==> src/rtl/rs_pkg.sv <==
// Shared types and widths for the reservation-station issue scheduler.
package rs_pkg;
  localparam int NUM_ENTRIES = 16;
  localparam int NUM_FU      = 3;
  localparam int TAG_W       = 6;
  localparam int OP_W        = 7;
  localparam int ROB_W       = 4;
  localparam int FU_W        = 2;
  localparam int OCC_W       = 5;

  typedef struct packed {
    logic             valid;
    logic [OP_W-1:0]  op;
    logic [TAG_W-1:0] pd;
    logic [TAG_W-1:0] ps1;
    logic             src1_ready;
    logic [TAG_W-1:0] ps2;
    logic             src2_ready;
    logic [FU_W-1:0]  fu;
    logic [ROB_W-1:0] rob;
  } rs_entry_t;
endpackage

==> src/rtl/rs_issue_scheduler_rr_picker.sv <==
// Round-robin picker: first set bit of mask at or after ptr, wrapping to the lowest set bit.
module rs_rr_picker #(
  parameter int N  = 16,
  parameter int IW = 4
) (
  input  logic [N-1:0]  mask,
  input  logic [IW-1:0] ptr,
  output logic          found,
  output logic [IW-1:0] idx
);
  logic [N-1:0] upper;

  // Bits at or above the pointer win; otherwise fall back to the lowest set bit.
  assign upper = mask & ~((N'(1) << ptr) - N'(1));

  always_comb begin
    found = |mask;
    idx   = '0;
    for (int i = N - 1; i >= 0; i--) begin
      if (mask[i]) idx = IW'(i);
    end
    for (int i = N - 1; i >= 0; i--) begin
      if (upper[i]) idx = IW'(i);
    end
  end
endmodule

==> src/rtl/rs_issue_scheduler.sv <==
// Reservation-station issue scheduler: allocation, tag wakeup, per-FU round-robin issue with lane locks.
// Optional macro RS_SAME_CYCLE_WAKEUP_EN lets a row issue in the cycle its last source is broadcast.
module rs_issue_scheduler #(
  parameter int NUM_ENTRIES = rs_pkg::NUM_ENTRIES,
  parameter int NUM_FU      = rs_pkg::NUM_FU
) (
  input  logic                                clk,
  input  logic                                rst,
  input  logic                                alloc_valid,
  output logic                                alloc_ready,
  input  logic [rs_pkg::OP_W-1:0]             alloc_op,
  input  logic [rs_pkg::TAG_W-1:0]            alloc_pd,
  input  logic [rs_pkg::TAG_W-1:0]            alloc_ps1,
  input  logic [rs_pkg::TAG_W-1:0]            alloc_ps2,
  input  logic                                alloc_ps1_rdy,
  input  logic                                alloc_ps2_rdy,
  input  logic [rs_pkg::FU_W-1:0]             alloc_fu,
  input  logic [rs_pkg::ROB_W-1:0]            alloc_rob,
  input  logic                                wb_valid,
  input  logic [rs_pkg::TAG_W-1:0]            wb_tag,
  output logic [NUM_FU-1:0]                   issue_valid,
  input  logic [NUM_FU-1:0]                   issue_ready,
  output logic [NUM_FU*rs_pkg::OP_W-1:0]      issue_op,
  output logic [NUM_FU*rs_pkg::TAG_W-1:0]     issue_pd,
  output logic [NUM_FU*rs_pkg::TAG_W-1:0]     issue_ps1,
  output logic [NUM_FU*rs_pkg::TAG_W-1:0]     issue_ps2,
  output logic [NUM_FU*rs_pkg::ROB_W-1:0]     issue_rob,
  input  logic                                flush,
  output logic [rs_pkg::OCC_W-1:0]            occupancy
);
  import rs_pkg::*;

  localparam int IW = $clog2(NUM_ENTRIES);

  rs_entry_t        rows_reg     [NUM_ENTRIES];
  logic [IW-1:0]    rr_reg       [NUM_FU];
  logic [IW-1:0]    lock_idx_reg [NUM_FU];
  logic [NUM_FU-1:0] lock_reg;
  logic [OCC_W-1:0] occ_reg;

  logic [NUM_ENTRIES-1:0] free_vec, hit1, hit2, rdy1, rdy2, issued_vec;
  logic [IW-1:0]          free_idx;
  logic [IW-1:0]          grant_idx [NUM_FU];
  logic [NUM_FU-1:0]      issue_fire;
  logic [OCC_W-1:0]       issue_cnt;
  logic                   alloc_fire, alloc_write;
  rs_entry_t              new_entry;

  genvar gi;

  for (gi = 0; gi < NUM_ENTRIES; gi++) begin : g_row
    assign free_vec[gi] = ~rows_reg[gi].valid;
    assign hit1[gi] = wb_valid & rows_reg[gi].valid & (rows_reg[gi].ps1 == wb_tag);
    assign hit2[gi] = wb_valid & rows_reg[gi].valid & (rows_reg[gi].ps2 == wb_tag);
`ifdef RS_SAME_CYCLE_WAKEUP_EN
    assign rdy1[gi] = rows_reg[gi].src1_ready | hit1[gi];
    assign rdy2[gi] = rows_reg[gi].src2_ready | hit2[gi];
`else
    assign rdy1[gi] = rows_reg[gi].src1_ready;
    assign rdy2[gi] = rows_reg[gi].src2_ready;
`endif
  end

  always_comb begin
    free_idx = '0;
    for (int r = NUM_ENTRIES - 1; r >= 0; r--) begin
      if (free_vec[r]) free_idx = IW'(r);
    end
  end

  // Rows freed by a same-cycle issue are deliberately not counted as free.
  assign alloc_ready = ~rst & ~flush & (|free_vec);
  assign alloc_fire  = alloc_valid & alloc_ready;
  assign alloc_write = alloc_fire & ({1'b0, alloc_fu} < (FU_W + 1)'(NUM_FU));

  always_comb begin
    new_entry            = '0;
    new_entry.valid      = 1'b1;
    new_entry.op         = alloc_op;
    new_entry.pd         = alloc_pd;
    new_entry.ps1        = alloc_ps1;
    new_entry.src1_ready = alloc_ps1_rdy | (wb_valid & (alloc_ps1 == wb_tag));
    new_entry.ps2        = alloc_ps2;
    new_entry.src2_ready = alloc_ps2_rdy | (wb_valid & (alloc_ps2 == wb_tag));
    new_entry.fu         = alloc_fu;
    new_entry.rob        = alloc_rob;
  end

  for (gi = 0; gi < NUM_FU; gi++) begin : g_lane
    logic [NUM_ENTRIES-1:0] elig;
    logic                   found;
    logic [IW-1:0]          pick_idx;

    always_comb begin
      elig = '0;
      for (int r = 0; r < NUM_ENTRIES; r++) begin
        elig[r] = rows_reg[r].valid & (rows_reg[r].fu == FU_W'(gi)) & rdy1[r] & rdy2[r];
      end
    end

    rs_rr_picker #(.N(NUM_ENTRIES), .IW(IW)) u_picker (
      .mask  (elig),
      .ptr   (rr_reg[gi]),
      .found (found),
      .idx   (pick_idx)
    );

    // A stalled lane keeps presenting its locked row; a locked row cannot lose eligibility.
    assign grant_idx[gi]   = lock_reg[gi] ? lock_idx_reg[gi] : pick_idx;
    assign issue_valid[gi] = ~rst & (lock_reg[gi] | found);
    assign issue_fire[gi]  = issue_valid[gi] & issue_ready[gi];

    assign issue_op [gi*OP_W  +: OP_W ] = rows_reg[grant_idx[gi]].op;
    assign issue_pd [gi*TAG_W +: TAG_W] = rows_reg[grant_idx[gi]].pd;
    assign issue_ps1[gi*TAG_W +: TAG_W] = rows_reg[grant_idx[gi]].ps1;
    assign issue_ps2[gi*TAG_W +: TAG_W] = rows_reg[grant_idx[gi]].ps2;
    assign issue_rob[gi*ROB_W +: ROB_W] = rows_reg[grant_idx[gi]].rob;
  end

  always_comb begin
    issued_vec = '0;
    issue_cnt  = '0;
    for (int k = 0; k < NUM_FU; k++) begin
      if (issue_fire[k]) begin
        issued_vec[grant_idx[k]] = 1'b1;
        issue_cnt = issue_cnt + OCC_W'(1);
      end
    end
  end

  always_ff @(posedge clk) begin
    if (rst || flush) begin
      for (int r = 0; r < NUM_ENTRIES; r++) rows_reg[r].valid <= 1'b0;
      for (int k = 0; k < NUM_FU; k++) begin
        rr_reg[k]       <= '0;
        lock_idx_reg[k] <= '0;
      end
      lock_reg <= '0;
      occ_reg  <= '0;
    end else begin
      for (int r = 0; r < NUM_ENTRIES; r++) begin
        if (issued_vec[r]) rows_reg[r].valid <= 1'b0;
        if (hit1[r]) rows_reg[r].src1_ready <= 1'b1;
        if (hit2[r]) rows_reg[r].src2_ready <= 1'b1;
        if (alloc_write && (free_idx == IW'(r))) rows_reg[r] <= new_entry;
      end
      for (int k = 0; k < NUM_FU; k++) begin
        if (issue_fire[k]) begin
          rr_reg[k]   <= (grant_idx[k] == IW'(NUM_ENTRIES - 1)) ? '0 : grant_idx[k] + IW'(1);
          lock_reg[k] <= 1'b0;
        end else if (issue_valid[k]) begin
          lock_reg[k]     <= 1'b1;
          lock_idx_reg[k] <= grant_idx[k];
        end
      end
      occ_reg <= occ_reg + OCC_W'(alloc_write) - issue_cnt;
    end
  end

  assign occupancy = occ_reg;
endmodule

==> config.mk <==
export PLATFORM = sky130hd
export DESIGN_NAME = rs_issue_scheduler
export DESIGN_NICKNAME = d
export VERILOG_FILES = /design/src/rtl/rs_pkg.sv /design/src/rtl/rs_issue_scheduler_rr_picker.sv /design/src/rtl/rs_issue_scheduler.sv
export SDC_FILE = /design/constraint.sdc
export NUM_CORES = 2
export LEC_CHECK = 0
export CAP_MARGIN = 40
export CORE_AREA = 2 2 270 272
export CTS_BUF_LIST = sky130_fd_sc_hd__clkbuf_2
export DETAILED_ROUTE_END_ITERATION = 12
export DIE_AREA = 0 0 272 274
export PLACE_DENSITY_LB_ADDON = 0.12
export SYNTH_ARGS = -nofsm -noshare
export SYNTH_HDL_FRONTEND = slang
export SYNTH_SLANG_ARGS = --single-unit
export TNS_END_PERCENT = 1
==> constraint.sdc <==
create_clock -name clk -period 13.4 [get_ports clk]
set_input_delay 3.35 -clock clk [delete_from_list [all_inputs] [get_ports clk]]
set_output_delay 3.35 -clock clk [all_outputs]
set_load 0.005 [all_outputs]
After elaboration in Yosys (flattened, before gate mapping)
Memories as Yosys holds them, arrays and structs flattened.
Index checks and enable logic that the tools add are counted.
{ "op_classes": {"add_sub_neg": 10, "n_lt_le_gt_ge": 7, "n_eq_ne": 84, "shifts": 3, "n_mux": 415, "bitwise": 305, "n_reduce_logical": 44} }
{ "op_table": {"columns": ["cell", "count"], "rows": [
  ["$mux W4", 124],
  ["$mux W1", 283],
  ["$and A1 B1 Y1", 204],
  ["$eq A6 B6 Y1", 34],
  ["$or A1 B1 Y1", 75],
  ["$reduce_or A16 Y1", 4],
  ["$and A16 B16 Y16", 3],
  ["$mux W16", 3],
  ["$not A16 Y16", 3],
  ["$shl A1 B4 Y16 const A", 3],
  ["$sub A16 B1 Y16 const B", 3],
  ["$eq A4 B4 Y1 const B", 11],
  ["$eq A2 B1 Y1 const B", 16],
  ["$eq A2 B2 Y1 const B", 16],
  ["$logic_not A2 Y1", 16],
  ["$or A16 B16 Y16", 2],
  ["$logic_and A1 B1 Y1", 19],
  ["$not A1 Y1", 18],
  ["$eq A4 B3 Y1 const B", 4],
  ["$lt A4 B5 Y1 const B", 3],
  ["$add A4 B1 Y4 const B", 3],
  ["$demux W1 S4", 3],
  ["$ge A4 B1 Y1 const B", 3],
  ["$add A5 B1 Y5 const B", 2],
  ["9 further kinds", 13]
]} }
{ "word_totals": {"ff_bits": 8, "ramBits": 568, "input_bits": 47, "mem_count": 3} }
{ "mem_list": {"columns": ["name", "words", "width", "read_ports", "rd_clocked_by_memory_dff", "wr", "line_no", "text"], "rows": [
  ["rows_reg", 16, 34, 19, 0, 16, "rs_issue_scheduler.sv:35", "rs_entry_t rows_reg [NUM_ENTRIES];"],
  ["lock_idx_reg", 3, 4, 3, 0, 3, "rs_issue_scheduler.sv:37", "logic [IW-1:0] lock_idx_reg [NUM_FU];"],
  ["rr_reg", 3, 4, 3, 0, 3, "rs_issue_scheduler.sv:36", "logic [IW-1:0] rr_reg [NUM_FU];"]
]} }

Logic depth before layout (Yosys ltp)
An unclocked memory read counts as a cell.
{ "depth": {"word_depth": 52, "mapped_depth": 21, "depth_no_buf": 19} }

Modules after synthesis
A second synthesis with hierarchy kept.
{ "hier_totals": {"hier_cells": 4126, "hier_area_um2": 37088.1} }
{ "by_module_without_submodules": {"columns": ["mod", "instances", "cells_each", "area_each_um2", "seq_area_each_um2"], "rows": [
  ["rs_issue_scheduler", 1, 3733, 34674.5, 17216.5],
  ["rs_rr_picker", 3, 131, 804.5, 0.0]
]} }

Worst setup path after synthesis
No wires, ideal clock.
{ "synth_timing": {"path_type": "input-to-output", "startpoint": "in rst", "endpoint": "out alloc_ready", "t_arrival_ns": 4.140, "t_required_ns": 10.050, "path_slack_ns": 5.910, "path_stages": 4, "path_cell_list": "or2_2 > clkbuf_1 > clkbuf_1 > a31oi_1"} }
{ "synth_between": {"elab_chain_cells": 3} }
{ "synth_lines": {"columns": ["element", "line_no", "text"], "rows": [
  ["from (decl)", "rs_issue_scheduler.sv:8", "input logic rst,"],
  ["$not A1 Y1", "rs_issue_scheduler.sv:72", "assign alloc_ready = ~rst & ~flush & (|free_vec);"],
  ["$and A1 B1 Y1 (2 in a row)", "rs_issue_scheduler.sv:72", null],
  ["to (decl)", "rs_issue_scheduler.sv:10", "output logic alloc_ready,"]
]} }
No other way between the ends.

==> results summary <==
The number of buffers inserted by port buffering came out at 142. The clock period could shrink to 11.15 ns. Tracing the worst setup path back leads to its startpoint at rr_reg[0][11]. The share of the clock period used by the worst path is 0.832. The layout overhead on the synthesized area is 9.61%. In this run the horizontal extent of the chip is 272 µm.

The worst max-slew margin expressed relative to the limit came out at 0.320. TritonCTS built the clock tree. Yosys attributes the largest share of cell area to sky130_fd_sc_hd__edfxtp_1, sky130_fd_sc_hd__mux2i_1, sky130_fd_sc_hd__nand2_1. For this design the ratio of total power to cell area is 84.9 nW/µm². The share of the Yosys chip area taken by registers is 0.465. The maximum number of pins on one net before global-route repair came out at 159. The setup slack after layout is 2.25 ns. After floorplanning, the core was sized to cover 72,000 µm².

The setup-violating endpoint count in the final report is 0. The maximum vdd ir drop came out at 0.0000699 V. The post-CTS setup buffer count came out at 0. The synthesized netlist contains 107 unique library cells.

In the global route stage, overall resource usage came out at 0.396. Clock tree synthesis inserted a total of 150 buffers. The source of the worst register-to-register timing path is rr_reg[0][3]. Synthesis inferred 576 register bits. The floorplan step defined a die boundary enclosing 74,500 µm². The element type at the critical path end is a primary output. Of all flip-flops after synthesis, the portion carrying an async set or reset was 0. The layout net count is 3,689.

The maximum achievable frequency is 89.7 MHz. The first-pass iteration count of the detailed router is 9. The class of the most critical hold timing path is reg2reg. The total via count after detailed routing is 33,006.

The starting DRC count in detailed routing is 4,993. The worst-skew pair later-pin latency is 1.36 ns. The worst setup path is launched from a flip-flop. The flip-flop count of the largest register after layout is 544. Counting every instance in the synthesized netlist gives 3,509.

OpenSTA, run right after detailed placement, puts the worst setup slack at 3.97 ns. The category of the most critical setup path is reg2out. The root buffer cell chosen for the clock tree is sky130_fd_sc_hd__clkbuf_2. The number of pins exceeding their max-slew limit in the final report is 0. The average cell area after synthesis came out at 10.6 µm². The completed layout was analyzed and its total power is 0.00345 W.

The count of placed standard cells in the final layout, fillers left out is 4,699. The number of max-cap violations came out at 0. The sink count of the clock tree is 576. The flow ran to the end, and the final reports show no timing, DRC or antenna violations.

The H-tree level count came out at 4. The number of hold buffers added after CTS was 0. The routed wire length came out at 151,000 µm.

For the pin with the worst max-slew slack, the measured transition is 1.02 ns. The area of the mapped netlist is 37,000 µm². The vertical die dimension came out at 274 µm. In the routed design, unresolved DRC markers number 0. The signal arrival time at the worst endpoint is 7.80 ns. Setup repair after global routing left no endpoint under its margin.

The count of final hold-check violations was 0. The standard-cell row count came out at 99. The initial utilization of the core area, before any placement, comes to 0.515. The placer congestion estimate came out at 0.979. For this run the aggregate overflow at the end of global routing stands at 0. The leakage power came out at 13.4 nW. The via count of the first global-routing pass is 31,354.

The share of the synthesized area in the top cell type is 0.460. The top fanout value on the critical path is 50. The initial antenna violation count is 6. In the routed layout, each cell is associated on average with a via count of 7.02. Gates resized during post-CTS repair numbered 0. In this run the most critical hold path is launched from occupancy[0].

The layout filler cell count is 6,247. In the final routed layout, each cell accounts on average for 32.1 µm. The boundary pin count came out at 143. After clock tree synthesis, the clock-pin slew on the worst setup and hold paths is 0.14 ns. The synthesis warning total is 0. The required time at the worst-slack endpoint is 10.05 ns. The number of synthesized flops with an enable pin came out at 568. The register-to-register setup slack is 7.34 ns. In the final layout, the share of cells above drive strength 1 is 0.139. Across the routed clock network, the largest skew measured is 0.0785 ns. The largest total area in the synthesized netlist belongs to sky130_fd_sc_hd__edfxtp_1. The detail route stage leaves a number of antenna-violating nets equal to 0. Yosys instantiated no cell more often than sky130_fd_sc_hd__edfxtp_1. Once detailed placement completed, the half-perimeter wirelength came to 91,400 µm. The most used flip-flop cell after synthesis is sky130_fd_sc_hd__edfxtp_1. When the netlist entered floorplanning its net count stood at 3,581. After detailed placement, the design holds a cell count of 4,422.

Sorting the synthesized cells by how often they occur yields sky130_fd_sc_hd__edfxtp_1, sky130_fd_sc_hd__nand2_1, sky130_fd_sc_hd__mux2i_1. The global-route wire length before repair is 215,000 µm. The utilization after layout is 0.564. The maximum clock path buffer count came out at 3.

The sum of negative setup slack came out at 0 ns.
-- critical path, stage by stage, from the launching register on --
cell and delay, ns:
sky130_fd_sc_hd__edfxtp_1 0.73, sky130_fd_sc_hd__nor4_1 0.57, sky130_fd_sc_hd__inv_1 0.09, sky130_fd_sc_hd__ha_1 0.45, sky130_fd_sc_hd__nor4_1 0.24, sky130_fd_sc_hd__o21ai_0 0.19
sky130_fd_sc_hd__a211oi_1 0.46, sky130_fd_sc_hd__nand4b_1 0.15, sky130_fd_sc_hd__o221ai_1 0.44, sky130_fd_sc_hd__and2_4 0.62, sky130_fd_sc_hd__buf_4 0.67, sky130_fd_sc_hd__a21oi_1 0.16
sky130_fd_sc_hd__a32oi_1 0.21, sky130_fd_sc_hd__o22ai_1 0.11, sky130_fd_sc_hd__nor3_1 0.60, sky130_fd_sc_hd__clkdlybuf4s50_1 0.64
-- area by class of cell --
cell class	instances	area [µm²]	area share
inverters	39	151	0.00373
clock inverters	67	384	0.00946
flip-flops and latches	576	17200	0.424
diodes	6	15.0	0.000370
well taps	959	1200	0.0296
clock buffers	202	1010	0.0249
repair buffers	222	2080	0.0513
multi-input cells	2628	18500	0.457
-- power by group --
group	total [W]	switching [W]	internal (W)
clock network	0.00126	0.000782	0.000479
logic	0.000183	0.000115	0.0000682
registers	0.00200	0.0000205	0.00198
-- logic make-up (layout without fill, tap and decap cells) --
kind of cell	count (synthesis)	in the layout	synth area share
multiplexers	497	497	0.138
buffers and inverters	305	530	0.0398
other	0	6	0
AND/OR/NAND/NOR	1220	1220	0.160
adder cells (fa/ha/maj)	25	25	0.00865
AO/OA/AOI/OAI	671	671	0.138
XOR/XNOR	215	215	0.0508
flip-flops	576	576	0.465
-- per-layer routing --
metal,global-route usage,part of all wire,vias to the layer above
met5,0,0.00027,-
met4,0.256,0.071,6
met3,0.102,0.12,665
met2,0.606,0.44,2722
met1,0.500,0.36,15969
li1,-,-,13644
-- cells in the final DEF, fill, tap and decap left out, types with 34 or more instances in the layout --
cell type                         count
sky130_fd_sc_hd__edfxtp_1           568
sky130_fd_sc_hd__nor2_1             155
sky130_fd_sc_hd__a211oi_1            65
sky130_fd_sc_hd__a21oi_1             88
sky130_fd_sc_hd__a31oi_1             74
sky130_fd_sc_hd__clkbuf_2           203
sky130_fd_sc_hd__a32oi_1             34
sky130_fd_sc_hd__buf_4               71
sky130_fd_sc_hd__and2_1              36
sky130_fd_sc_hd__nand2_1            550
sky130_fd_sc_hd__o22ai_1             64
sky130_fd_sc_hd__xnor2_1            111
sky130_fd_sc_hd__mux2i_1            381
sky130_fd_sc_hd__o21ai_0             36
sky130_fd_sc_hd__and3_1             101
sky130_fd_sc_hd__nand3_1             63
sky130_fd_sc_hd__mux2_2             116
sky130_fd_sc_hd__xor2_1             104
sky130_fd_sc_hd__nor3_1              63
sky130_fd_sc_hd__nand4_1             44
sky130_fd_sc_hd__clkdlybuf4s50_1    136
sky130_fd_sc_hd__clkinv_1            42
-- final timing paths --
check                     endpoint  depth (start not counted)
setup / recovery     issue_ps2[17]                         15
hold / removal        occupancy[0]                          2
setup reg to reg  rows_reg[13][33]                         16
hold reg to reg       occupancy[0]                          2
-- metrics by stage --
stage               cell area, µm²  hold WS, ns
finish                       40600        0.619
global route                 40600        0.676
CTS                          40600        0.630
detailed placement           39200        0.601
global placement             39000        0.601
floorplan                    37000        0.575
No activity file was read; power rests on OpenSTA's default activity.
